--- config.mk ---
export PLATFORM = sky130hd
export DESIGN_NAME = bsearch_engine_flat
export DESIGN_NICKNAME = d
export VERILOG_FILES = /design/src/rtl/bsearch_pkg.sv /design/src/rtl/bsearch_if.sv /design/src/rtl/bsearch_datapath.sv /design/src/rtl/bsearch_engine.sv /design/src/flat_wrapper.sv
export SDC_FILE = /design/constraint.sdc
export NUM_CORES = 1
export LEC_CHECK = 0
export CAP_MARGIN = 20
export CORE_UTILIZATION = 30
export CTS_CLUSTER_DIAMETER = 120
export DETAILED_ROUTE_END_ITERATION = 8
export GPL_TIMING_DRIVEN = 0
export RECOVER_POWER = 100
export SYNTH_ARGS = -nofsm -noshare
export SYNTH_HDL_FRONTEND = slang
export SYNTH_SLANG_ARGS = --single-unit
export TNS_END_PERCENT = 30
--- constraint.sdc ---
create_clock -name clock -period 6.5 [get_ports clock]
set_clock_uncertainty 0.1 [all_clocks]
set_input_delay 0.65 -clock clock [delete_from_list [all_inputs] [get_ports clock]]
set_output_delay 0.65 -clock clock [all_outputs]
set_load 0.02 [all_outputs]
--- src/rtl/bsearch_pkg.sv ---
// Shared types for the binary-search engine: FSM state encoding and search mode.
package bsearch_pkg;

  typedef enum logic [2:0] {
    ST_IDLE    = 3'd0,
    ST_ISSUE   = 3'd1,
    ST_WAIT    = 3'd2,
    ST_COMPARE = 3'd3,
    ST_DONE    = 3'd4
  } state_t;

  typedef enum logic {
    MODE_EXACT = 1'b0,
    MODE_LOWER = 1'b1
  } mode_t;

endpackage

--- src/rtl/bsearch_if.sv ---
// Request/result and RAM read-port bundle of the search engine.
interface bsearch_if
  import bsearch_pkg::*;
#(
  parameter int DATA_W = 8,
  parameter int ADDR_W = 5
);
  logic              start;
  mode_t             mode;
  logic [DATA_W-1:0] key;
  logic [ADDR_W:0]   n;
  logic [ADDR_W-1:0] ram_addr;
  logic [DATA_W-1:0] ram_data;
  logic              busy;
  logic              done;
  logic              found;
  logic [ADDR_W:0]   index;
  logic [ADDR_W:0]   probes;

  modport master (
    output start, mode, key, n, ram_data,
    input  ram_addr, busy, done, found, index, probes
  );

  modport slave (
    input  start, mode, key, n, ram_data,
    output ram_addr, busy, done, found, index, probes
  );
endinterface

--- src/rtl/bsearch_datapath.sv ---
// Search datapath: latched request, half-open window [lo, hi), probe address and result registers.
module bsearch_datapath
  import bsearch_pkg::*;
#(
  parameter int DATA_W = 8,
  parameter int ADDR_W = 5
) (
  input  logic              clock,
  input  logic              resetn,
  input  logic              accept_s,
  input  logic              issue_s,
  input  logic              compare_s,
  input  logic              finish_s,
  input  mode_t             mode,
  input  logic [DATA_W-1:0] key,
  input  logic [ADDR_W:0]   n,
  input  logic [DATA_W-1:0] ram_data,
  output logic              empty_s,
  output logic [ADDR_W-1:0] ram_addr,
  output logic              found,
  output logic [ADDR_W:0]   index,
  output logic [ADDR_W:0]   probes
);

  localparam logic [ADDR_W:0] DEPTH_C = {1'b1, {ADDR_W{1'b0}}};
  localparam logic [ADDR_W:0] ONE_C   = {{ADDR_W{1'b0}}, 1'b1};
  localparam logic [ADDR_W:0] ZERO_C  = {(ADDR_W+1){1'b0}};

  function automatic logic [ADDR_W:0] clamp_n(input logic [ADDR_W:0] raw);
    return (raw > DEPTH_C) ? DEPTH_C : raw;
  endfunction

  logic [DATA_W-1:0] key_r;
  mode_t             mode_r;
  logic [ADDR_W:0]   n_r;
  logic [ADDR_W:0]   lo_r;
  logic [ADDR_W:0]   hi_r;
  logic              hit_r;
  logic [ADDR_W:0]   mid_s;
  logic [ADDR_W-1:0] ram_addr_r;
  logic              found_r;
  logic [ADDR_W:0]   index_r;
  logic [ADDR_W:0]   probes_r;

  assign mid_s   = lo_r + ((hi_r - lo_r) >> 1);
  assign empty_s = (lo_r >= hi_r);

  // Window update; an exact hit collapses the window onto mid so every search ends through ISSUE.
  always_ff @(posedge clock or negedge resetn) begin
    if (!resetn) begin
      key_r  <= {DATA_W{1'b0}};
      mode_r <= MODE_EXACT;
      n_r    <= ZERO_C;
      lo_r   <= ZERO_C;
      hi_r   <= ZERO_C;
      hit_r  <= 1'b0;
    end else if (accept_s) begin
      key_r  <= key;
      mode_r <= mode;
      n_r    <= clamp_n(n);
      lo_r   <= ZERO_C;
      hi_r   <= clamp_n(n);
      hit_r  <= 1'b0;
    end else if (compare_s) begin
      if ((mode_r == MODE_EXACT) && (ram_data == key_r)) begin
        lo_r  <= mid_s;
        hi_r  <= mid_s;
        hit_r <= 1'b1;
      end else if (ram_data < key_r) begin
        lo_r <= mid_s + ONE_C;
      end else begin
        hi_r <= mid_s;
      end
    end
  end

  // Probe address, probe count and the held result.
  always_ff @(posedge clock or negedge resetn) begin
    if (!resetn) begin
      ram_addr_r <= {ADDR_W{1'b0}};
      probes_r   <= ZERO_C;
      index_r    <= ZERO_C;
      found_r    <= 1'b0;
    end else if (accept_s) begin
      probes_r <= ZERO_C;
      index_r  <= ZERO_C;
      found_r  <= 1'b0;
    end else if (issue_s) begin
      ram_addr_r <= mid_s[ADDR_W-1:0];
      probes_r   <= probes_r + ONE_C;
    end else if (finish_s) begin
      index_r <= lo_r;
      found_r <= (mode_r == MODE_LOWER) ? (lo_r < n_r) : hit_r;
    end
  end

  assign ram_addr = ram_addr_r;
  assign found    = found_r;
  assign index    = index_r;
  assign probes   = probes_r;

endmodule

--- src/rtl/bsearch_engine.sv ---
// Binary-search controller over a 1-cycle-latency sorted RAM; datapath lives in bsearch_datapath.
module bsearch_engine
  import bsearch_pkg::*;
#(
  parameter int DATA_W = 8,
  parameter int ADDR_W = 5
) (
  input  logic     clock,
  input  logic     resetn,
  bsearch_if.slave bus
);

  state_t state_r;
  state_t next_s;
  logic   busy_r;
  logic   done_r;
  logic   accept_s;
  logic   issue_s;
  logic   compare_s;
  logic   finish_s;
  logic   empty_s;

  // State register; busy/done are registered from the next state so they align with it.
  always_ff @(posedge clock or negedge resetn) begin
    if (!resetn) begin
      state_r <= ST_IDLE;
      busy_r  <= 1'b0;
      done_r  <= 1'b0;
    end else begin
      state_r <= next_s;
      busy_r  <= (next_s == ST_ISSUE) || (next_s == ST_WAIT) || (next_s == ST_COMPARE);
      done_r  <= (next_s == ST_DONE);
    end
  end

  // Next-state logic.
  always_comb begin
    next_s = state_r;
    case (state_r)
      ST_IDLE:    if (bus.start) next_s = ST_ISSUE; else next_s = ST_IDLE;
      ST_ISSUE:   if (empty_s) next_s = ST_DONE; else next_s = ST_WAIT;
      ST_WAIT:    next_s = ST_COMPARE;
      ST_COMPARE: next_s = ST_ISSUE;
      ST_DONE:    if (bus.start) next_s = ST_DONE; else next_s = ST_IDLE;
      default:    next_s = ST_IDLE;
    endcase
  end

  // Datapath control strobes.
  always_comb begin
    accept_s  = 1'b0;
    issue_s   = 1'b0;
    compare_s = 1'b0;
    finish_s  = 1'b0;
    case (state_r)
      ST_IDLE:    accept_s  = bus.start;
      ST_ISSUE: begin
        issue_s  = !empty_s;
        finish_s = empty_s;
      end
      ST_COMPARE: compare_s = 1'b1;
      default: begin
        accept_s = 1'b0;
      end
    endcase
  end

  bsearch_datapath #(
    .DATA_W (DATA_W),
    .ADDR_W (ADDR_W)
  ) u_datapath (
    .clock     (clock),
    .resetn    (resetn),
    .accept_s  (accept_s),
    .issue_s   (issue_s),
    .compare_s (compare_s),
    .finish_s  (finish_s),
    .mode      (bus.mode),
    .key       (bus.key),
    .n         (bus.n),
    .ram_data  (bus.ram_data),
    .empty_s   (empty_s),
    .ram_addr  (bus.ram_addr),
    .found     (bus.found),
    .index     (bus.index),
    .probes    (bus.probes)
  );

  assign bus.busy = busy_r;
  assign bus.done = done_r;

endmodule

--- src/flat_wrapper.sv ---
// flat-port wrapper written by rule: the top's interface ports become plain ports
module bsearch_engine_flat import bsearch_pkg::*;
#(
  parameter int DATA_W = 8,
  parameter int ADDR_W = 5
)
  (clock, resetn, bus_start, bus_mode, bus_key, bus_n, bus_ram_data, bus_ram_addr, bus_busy, bus_done, bus_found, bus_index, bus_probes);
  bsearch_if #(.DATA_W(DATA_W), .ADDR_W(ADDR_W)) bus_i ();
  input  logic clock;
  input  logic resetn;
  input wire logic [$bits(bus_i.start)-1:0] bus_start;
  input wire logic [$bits(bus_i.mode)-1:0] bus_mode;
  input wire logic [$bits(bus_i.key)-1:0] bus_key;
  input wire logic [$bits(bus_i.n)-1:0] bus_n;
  input wire logic [$bits(bus_i.ram_data)-1:0] bus_ram_data;
  output wire logic [$bits(bus_i.ram_addr)-1:0] bus_ram_addr;
  output wire logic [$bits(bus_i.busy)-1:0] bus_busy;
  output wire logic [$bits(bus_i.done)-1:0] bus_done;
  output wire logic [$bits(bus_i.found)-1:0] bus_found;
  output wire logic [$bits(bus_i.index)-1:0] bus_index;
  output wire logic [$bits(bus_i.probes)-1:0] bus_probes;
  assign bus_i.start = bus_start;
  assign bus_i.mode = bus_mode;
  assign bus_i.key = bus_key;
  assign bus_i.n = bus_n;
  assign bus_i.ram_data = bus_ram_data;
  assign bus_ram_addr = bus_i.ram_addr;
  assign bus_busy = bus_i.busy;
  assign bus_done = bus_i.done;
  assign bus_found = bus_i.found;
  assign bus_index = bus_i.index;
  assign bus_probes = bus_i.probes;
  bsearch_engine #(.DATA_W(DATA_W), .ADDR_W(ADDR_W)) u_core (.clock(clock), .resetn(resetn), .bus(bus_i));
endmodule
# Word level (Yosys, flattened, before mapping)
# Cells that the tools add are included.
[totals] wordCells=78 ff_bits=51 output_inout_bits=20 input_bits=26
[classes] n_mux=29 order_cmp=4 bitwise_logic=2 n_reduce_logical=15 n_eq_ne=11 addsub=4
[ops] cell="two-way mux 6 bit" count=14
[ops] cell="one-hot mux 3 bit (5 select lines)" count=1
[ops] cell="adder 6 x 1 -> 6 bit, second input constant" count=2
[ops] cell="== test 3 x 2 -> 1 bit, second input constant" count=4
[ops] cell="two-way mux 1 bit" count=12
[ops] cell="AND reduction 2 bit" count=5
[ops] cell="== test 8 bit" count=1
[ops] cell="less-than comparator 8 bit" count=1
[ops] cell="nonzero test 2 bit" count=4
[ops] cell="adder 6 x 5 -> 6 bit" count=1
[ops] cell="== test 3 x 1 -> 1 bit, second input constant" count=2
[ops] cell="== test 3 bit, second input constant" count=2
[ops] cell="greater-or-equal comparator 6 bit" count=1
[ops] cell="greater-than comparator 6 bit, second input constant" count=1
[ops] cell="less-than comparator 6 bit" count=1
[ops] cell="two-way mux 3 bit" count=2
[ops] cell="subtractor 6 bit" count=1
[ops] cell="zero test 3 bit" count=1
[ops] cell="inequality test 3 x 2 -> 1 bit, second input constant" count=1
[ops] cell="nonzero test 3 bit" count=1
[ops] cell="logical OR 1 bit" count=2
[ops] cell="inequality test 2 x 1 -> 1 bit, second input constant" count=1
[ops] cell="inverter 1 bit" count=2
[ops] cell="logical AND 1 bit" count=1
[ops] cell="zero test 1 bit" count=1

# Depth between registers and ports, before layout
[logic_depth] depth_word=7 mapped_depth=14

# Modules after synthesis
# A second synthesis with hierarchy kept.
[unflattened] cells_unflattened=301 area_unflattened_um2=2942.8
[modules_own_cells] module="bsearch_datapath" area_per_inst_um2=2710.1 instances=1 cells_per_inst=279
[modules_own_cells] module="bsearch_engine" area_per_inst_um2=232.7 instances=1 cells_per_inst=22

# Worst setup path before layout
# OpenSTA, ideal clock, no wires.
[synth_timing] kind="reg2reg" startpoint="register u_core.u_datapath.lo_r[1]" endpoint="register u_core.u_datapath.hi_r[5]" path_stages_with_launch=15 setup_ps=125 required_ps=6275 path_slack_ps=3286 arrival_ps=2989 synth_period_minus_slack_ps=3214 path_buffers=0 cell_sequence="dfrtp_1 -> inv_1 -> ha_1 -> nor2b_1 -> o21ai_0 -> nand2b_1 -> a21o_1 -> a21oi_1 -> xnor2_1 -> ha_1 -> nor2b_1 -> a221o_1 -> a211oi_1 -> o21ai_0 -> mux2_2"
[synth_via] elab_chain_len=6
[synth_lines] item="start: declaration" line="bsearch_datapath.sv:36" source="logic [ADDR_W:0] lo_r;"
[synth_lines] item="start signal: assignment" line="bsearch_datapath.sv:66" source="lo_r <= mid_s;"
[synth_lines] item="start signal: assignment" line="bsearch_datapath.sv:70" source="lo_r <= mid_s + ONE_C;"
[synth_lines] item="subtractor 6 bit" line="bsearch_datapath.sv:45" source="assign mid_s = lo_r + ((hi_r - lo_r) >> 1);"
[synth_lines] item="adder 6 x 5 -> 6 bit (*)" line="bsearch_datapath.sv:45"
[synth_lines] item="two-way mux 6 bit" line="bsearch_datapath.sv:69" source="end else if (ram_data < key_r) begin"
[synth_lines] item="two-way mux 6 bit (*)" line="bsearch_datapath.sv:65" source="if ((mode_r == MODE_EXACT) && (ram_data == key_r)) begin"
[synth_lines] item="two-way mux 6 bit (*)" line="bsearch_datapath.sv:64" source="end else if (compare_s) begin"
[synth_lines] item="two-way mux 6 bit (*)" line="bsearch_datapath.sv:57" source="end else if (accept_s) begin"
[synth_lines] item="end signal: assignment" line="bsearch_datapath.sv:62" source="hi_r <= clamp_n(n);"
[synth_lines] item="end signal: assignment" line="bsearch_datapath.sv:67" source="hi_r <= mid_s;"
[synth_lines] item="end signal: assignment" line="bsearch_datapath.sv:72" source="hi_r <= mid_s;"
[synth_lines] item="end: declaration" line="bsearch_datapath.sv:37" source="logic [ADDR_W:0] hi_r;"
# Mark *: on every way between the ends. The rest lies on a longest branch, timed or not. The select of a mux whose other input is x is not followed.
# A chain may end at the register's enable or synchronous reset.

# Worst setup path in the final report
# Same ends and word-level chain as after synthesis.

==> impl_results.md <==
* Placeable Area at 0.00968 mm^2
* Synth top cells by count: dfrtp_1 (51), nand2_1 (41), ha_1 (27)
* ANT cells at 0
* Tightest Hold Check Type: reg2reg
* Mapped Nets at 349
* Die Y at between 100 and 150 um
* YS warnings at 0
* Initial Util at 30.8%
* Number of synthesized flops with an enable pin at 0
* Fraction of layout cells with a size suffix above 1 at roughly 6.6%
* Status: finished with violations
* Count of different cell masters after synthesis at 49
* Syn_area_per_cell at 10.1 um^2
* Port bufs at 45
* Die Area at 0.0103 mm^2
* Setup TNS at 0 ps
* H-tree depth at 2
* Gpl congestion at about 0.82
* Post-CTS Hold Fix Bufs at 0
* Area Overhead vs Synth at 21.9%
* Slew Viols, Final at 31
* Worst Path Required at ~6600 ps
* Fin cells at between 400 and 500
* Fin crit period at 3550 ps
* Pwr dens at roughly 590 mW/mm^2
* Max Buffers Root-to-Sink at 2
* Row Count at 36
* Final setup fails at 0
* Total chip power at 2.14 mW
* Resize count post-CTS at 0
* Placed insts at approximately 470
* Synthesized cell area at between 0.002 and 0.003 mm^2
* Peak supply drop at around 0.28 mV
* DP HPWL at roughly 5200 um
* Synth Flop Type: dfrtp_1
* Actual slew at the worst max-slew pin at ~1700 ps
* Top cell type's share of synthesized area at a little over two fifths
* Sequential-to-total area share from yosys stat at a little over two fifths
* CP Capture Type: flip-flop
* Largest cells by area after synthesis: dfrtp_1 (43%), ha_1 (11%), nand2_1 (5.2%)
* Crit-path slowest cell: dfrtp_1
* 1st-iter DRT viols at 77
* Slowest stage delay, CP at between 500 and 600 ps
* Fmax at about 280 MHz
* Hold Slack at 392 ps
* Synthesized flop and latch total at 51
* Final Hold Viols at 0
* Post-CTS Repair Setup Buffers at 0
* Startpoint types: flip-flop
* Clock Sinks at 51
* Final period utilization at 54.6%
* DRC at 0
* Io pins at 46
* Total CTS buffers at 5
* Vias in the first global route at around 2300
* GRT overflow at 0
* Final wirelength at 6800 um
* Largest net degree at the start of global routing at 31
* Critical Path AT at 3650 ps
* Most frequent cell after synthesis: dfrtp_1
* Critical Path, Cell by Cell: inv_1, ha_1, nor2b_1, o21ai_0, nand2b_1, a21o_1, a21oi_1, xnor2_1, ha_1, nor2b_1, a221o_1, a211oi_1, o21ai_0, mux2_2
* Crit Path Category: reg2reg
* Violated checks: capacitance limit, slew limit
* Unrepaired setup endpoints after global routing: false
* Async S/R FF share, synth at 100%
* Total GRT Usage at about 15%
* Mapped Cells at about 290
* Wirelength per Cell at 14.1 um
* Later-pin clock latency in the skew report at roughly 310 ps
* Leak pwr at 1.68 nW
* Cell taking the most area after synthesis: dfrtp_1
* Initial antenna violation count at 0
* Worst-path fanout max at 6
* Via count at about 2300
* Fill cells at 996
* Via density per instance at ~4.7
* Worst slew margin at -11.3%
* Worst-path clk slew at approximately 90 ps
* Max Cap Violations at 1
* CTS tree: built
* Fin nets at roughly 400
* Die Wd at slightly above 100 um
* Pre-antenna DRT Iters at 4
* First-pass GRT wire length at ~11000 um
* Clock root cell: clkbuf_8
* Antenna viol nets, final at 0
-- cell usage in the layout (no fill, tap or decap), drive strengths merged, types with 2 or more instances in the layout --
cell type	Yosys	routed
o21bai	2	2
a22o	3	3
nor2b	6	6
a21o	7	7
a211oi	3	3
clkbuf	2	12
nor4	2	2
a22oi	3	3
xor2	6	6
xnor2	6	6
dlygate4sd3	0	22
clkdlybuf4s50	0	22
nand3	4	4
nand2	41	41
inv	24	24
a31oi	2	2
o2bb2ai	6	6
ha	27	27
nand2b	5	5
o21ai	18	18
mux2i	12	12
dfrtp	51	51
buf	6	4
mux2	11	11
nand4	5	5
a21oi	12	12
fa	2	2
nor2	13	13
-- worst paths after layout --
path | from | slack (ps) | depth (start not counted) | to
min reg2reg | u_core.u_datapath.key_r[0] | 390 | 2 | u_core.u_datapath.key_r[0]
max in group asynchronous | resetn | 3730 | 2 | u_core.u_datapath.ram_addr[0]
max | u_core.u_datapath.lo_r[1] | 2950 | 14 | u_core.u_datapath.hi_r[5]
max reg2reg | u_core.u_datapath.lo_r[1] | 2950 | 14 | u_core.u_datapath.hi_r[5]
min | u_core.u_datapath.key_r[0] | 390 | 2 | u_core.u_datapath.key_r[0]
min in group asynchronous | resetn | 460 | 1 | u_core.u_datapath.key_r[1]
-- logic make-up (layout without fill, tap and decap cells) --
group / count (synthesis) / in the layout / synth area share, %
buffers and inverters: 32 / 86 / 4.45
AOI/OAI and AO/OA: 64 / 64 / 14.7
DFF: 51 / 51 / 42.8
muxes: 23 / 23 / 8.19
adders and majority gates: 29 / 29 / 12.7
xor gates and xnor gates: 12 / 12 / 3.53
and+or+nand+nor: 83 / 83 / 13.6
-- metal layers --
metal,GRT usage (%),vias to the layer above,share of wire [%]
li1,-,1130,-
met4,4.01,0,1.1
met1,19.3,1089,48
met3,2.42,7,3.1
met2,24.6,37,47
met5,0,-,0
-- state kept, by name, indices dropped and copies added (netlist names), 3 cells and up --
signal                      count
u_core.u_datapath.key_r         8
u_core.u_datapath.hi_r          6
u_core.u_datapath.index         6
u_core.u_datapath.lo_r          6
u_core.u_datapath.n_r           6
u_core.u_datapath.probes        6
u_core.u_datapath.ram_addr      5
u_core.state_r                  3
-- through the flow --
step           cell area, um^2  setup WS [ps]  utilization, %
2_1_floorplan             2980           3290               -
3_3_place_gp              3600           2980            37.1
3_5_place_dp              3610           2960            37.3
4_1_cts                   3700           2950            38.2
5_1_grt                   3630           2710            37.5
6_report                  3630           2950            37.5
-- report_power, final --
| part | internal (mW) | total (mW) | switching [mW] |
|---|---|---|---|
| combinational | 0.626 | 1.42 | 0.796 |
| sequential | 0.451 | 0.530 | 0.0794 |
| clock | 0.0756 | 0.187 | 0.111 |
| total | 1.15 | 2.14 | 0.986 |
-- critical path: cells and delay by family, from the launching register on --
kind	cells	cell delay, ps
adder cells (fa/ha/maj)	2	590
buffers and inverters	1	110
AO/OA/AOI/OAI	6	1320
multiplexers	1	290
XOR/XNOR	1	140
flip-flops	1	510
AND/OR/NAND/NOR	3	390
-- cell type report --
class	count	area (um^2)	area share, %
Multi-Input combinational cell	211	1530	42.2
Sequential cell	51	1280	35.1
Timing Repair Buffer	46	448	12.3
Tap cell	133	166	4.58
Inverter	24	90.1	2.48
Clock buffer	6	72.6	2.00
Buffer	8	35.0	0.965
Clock inverter	2	12.5	0.344
No activity file was read; power rests on OpenSTA's default activity.
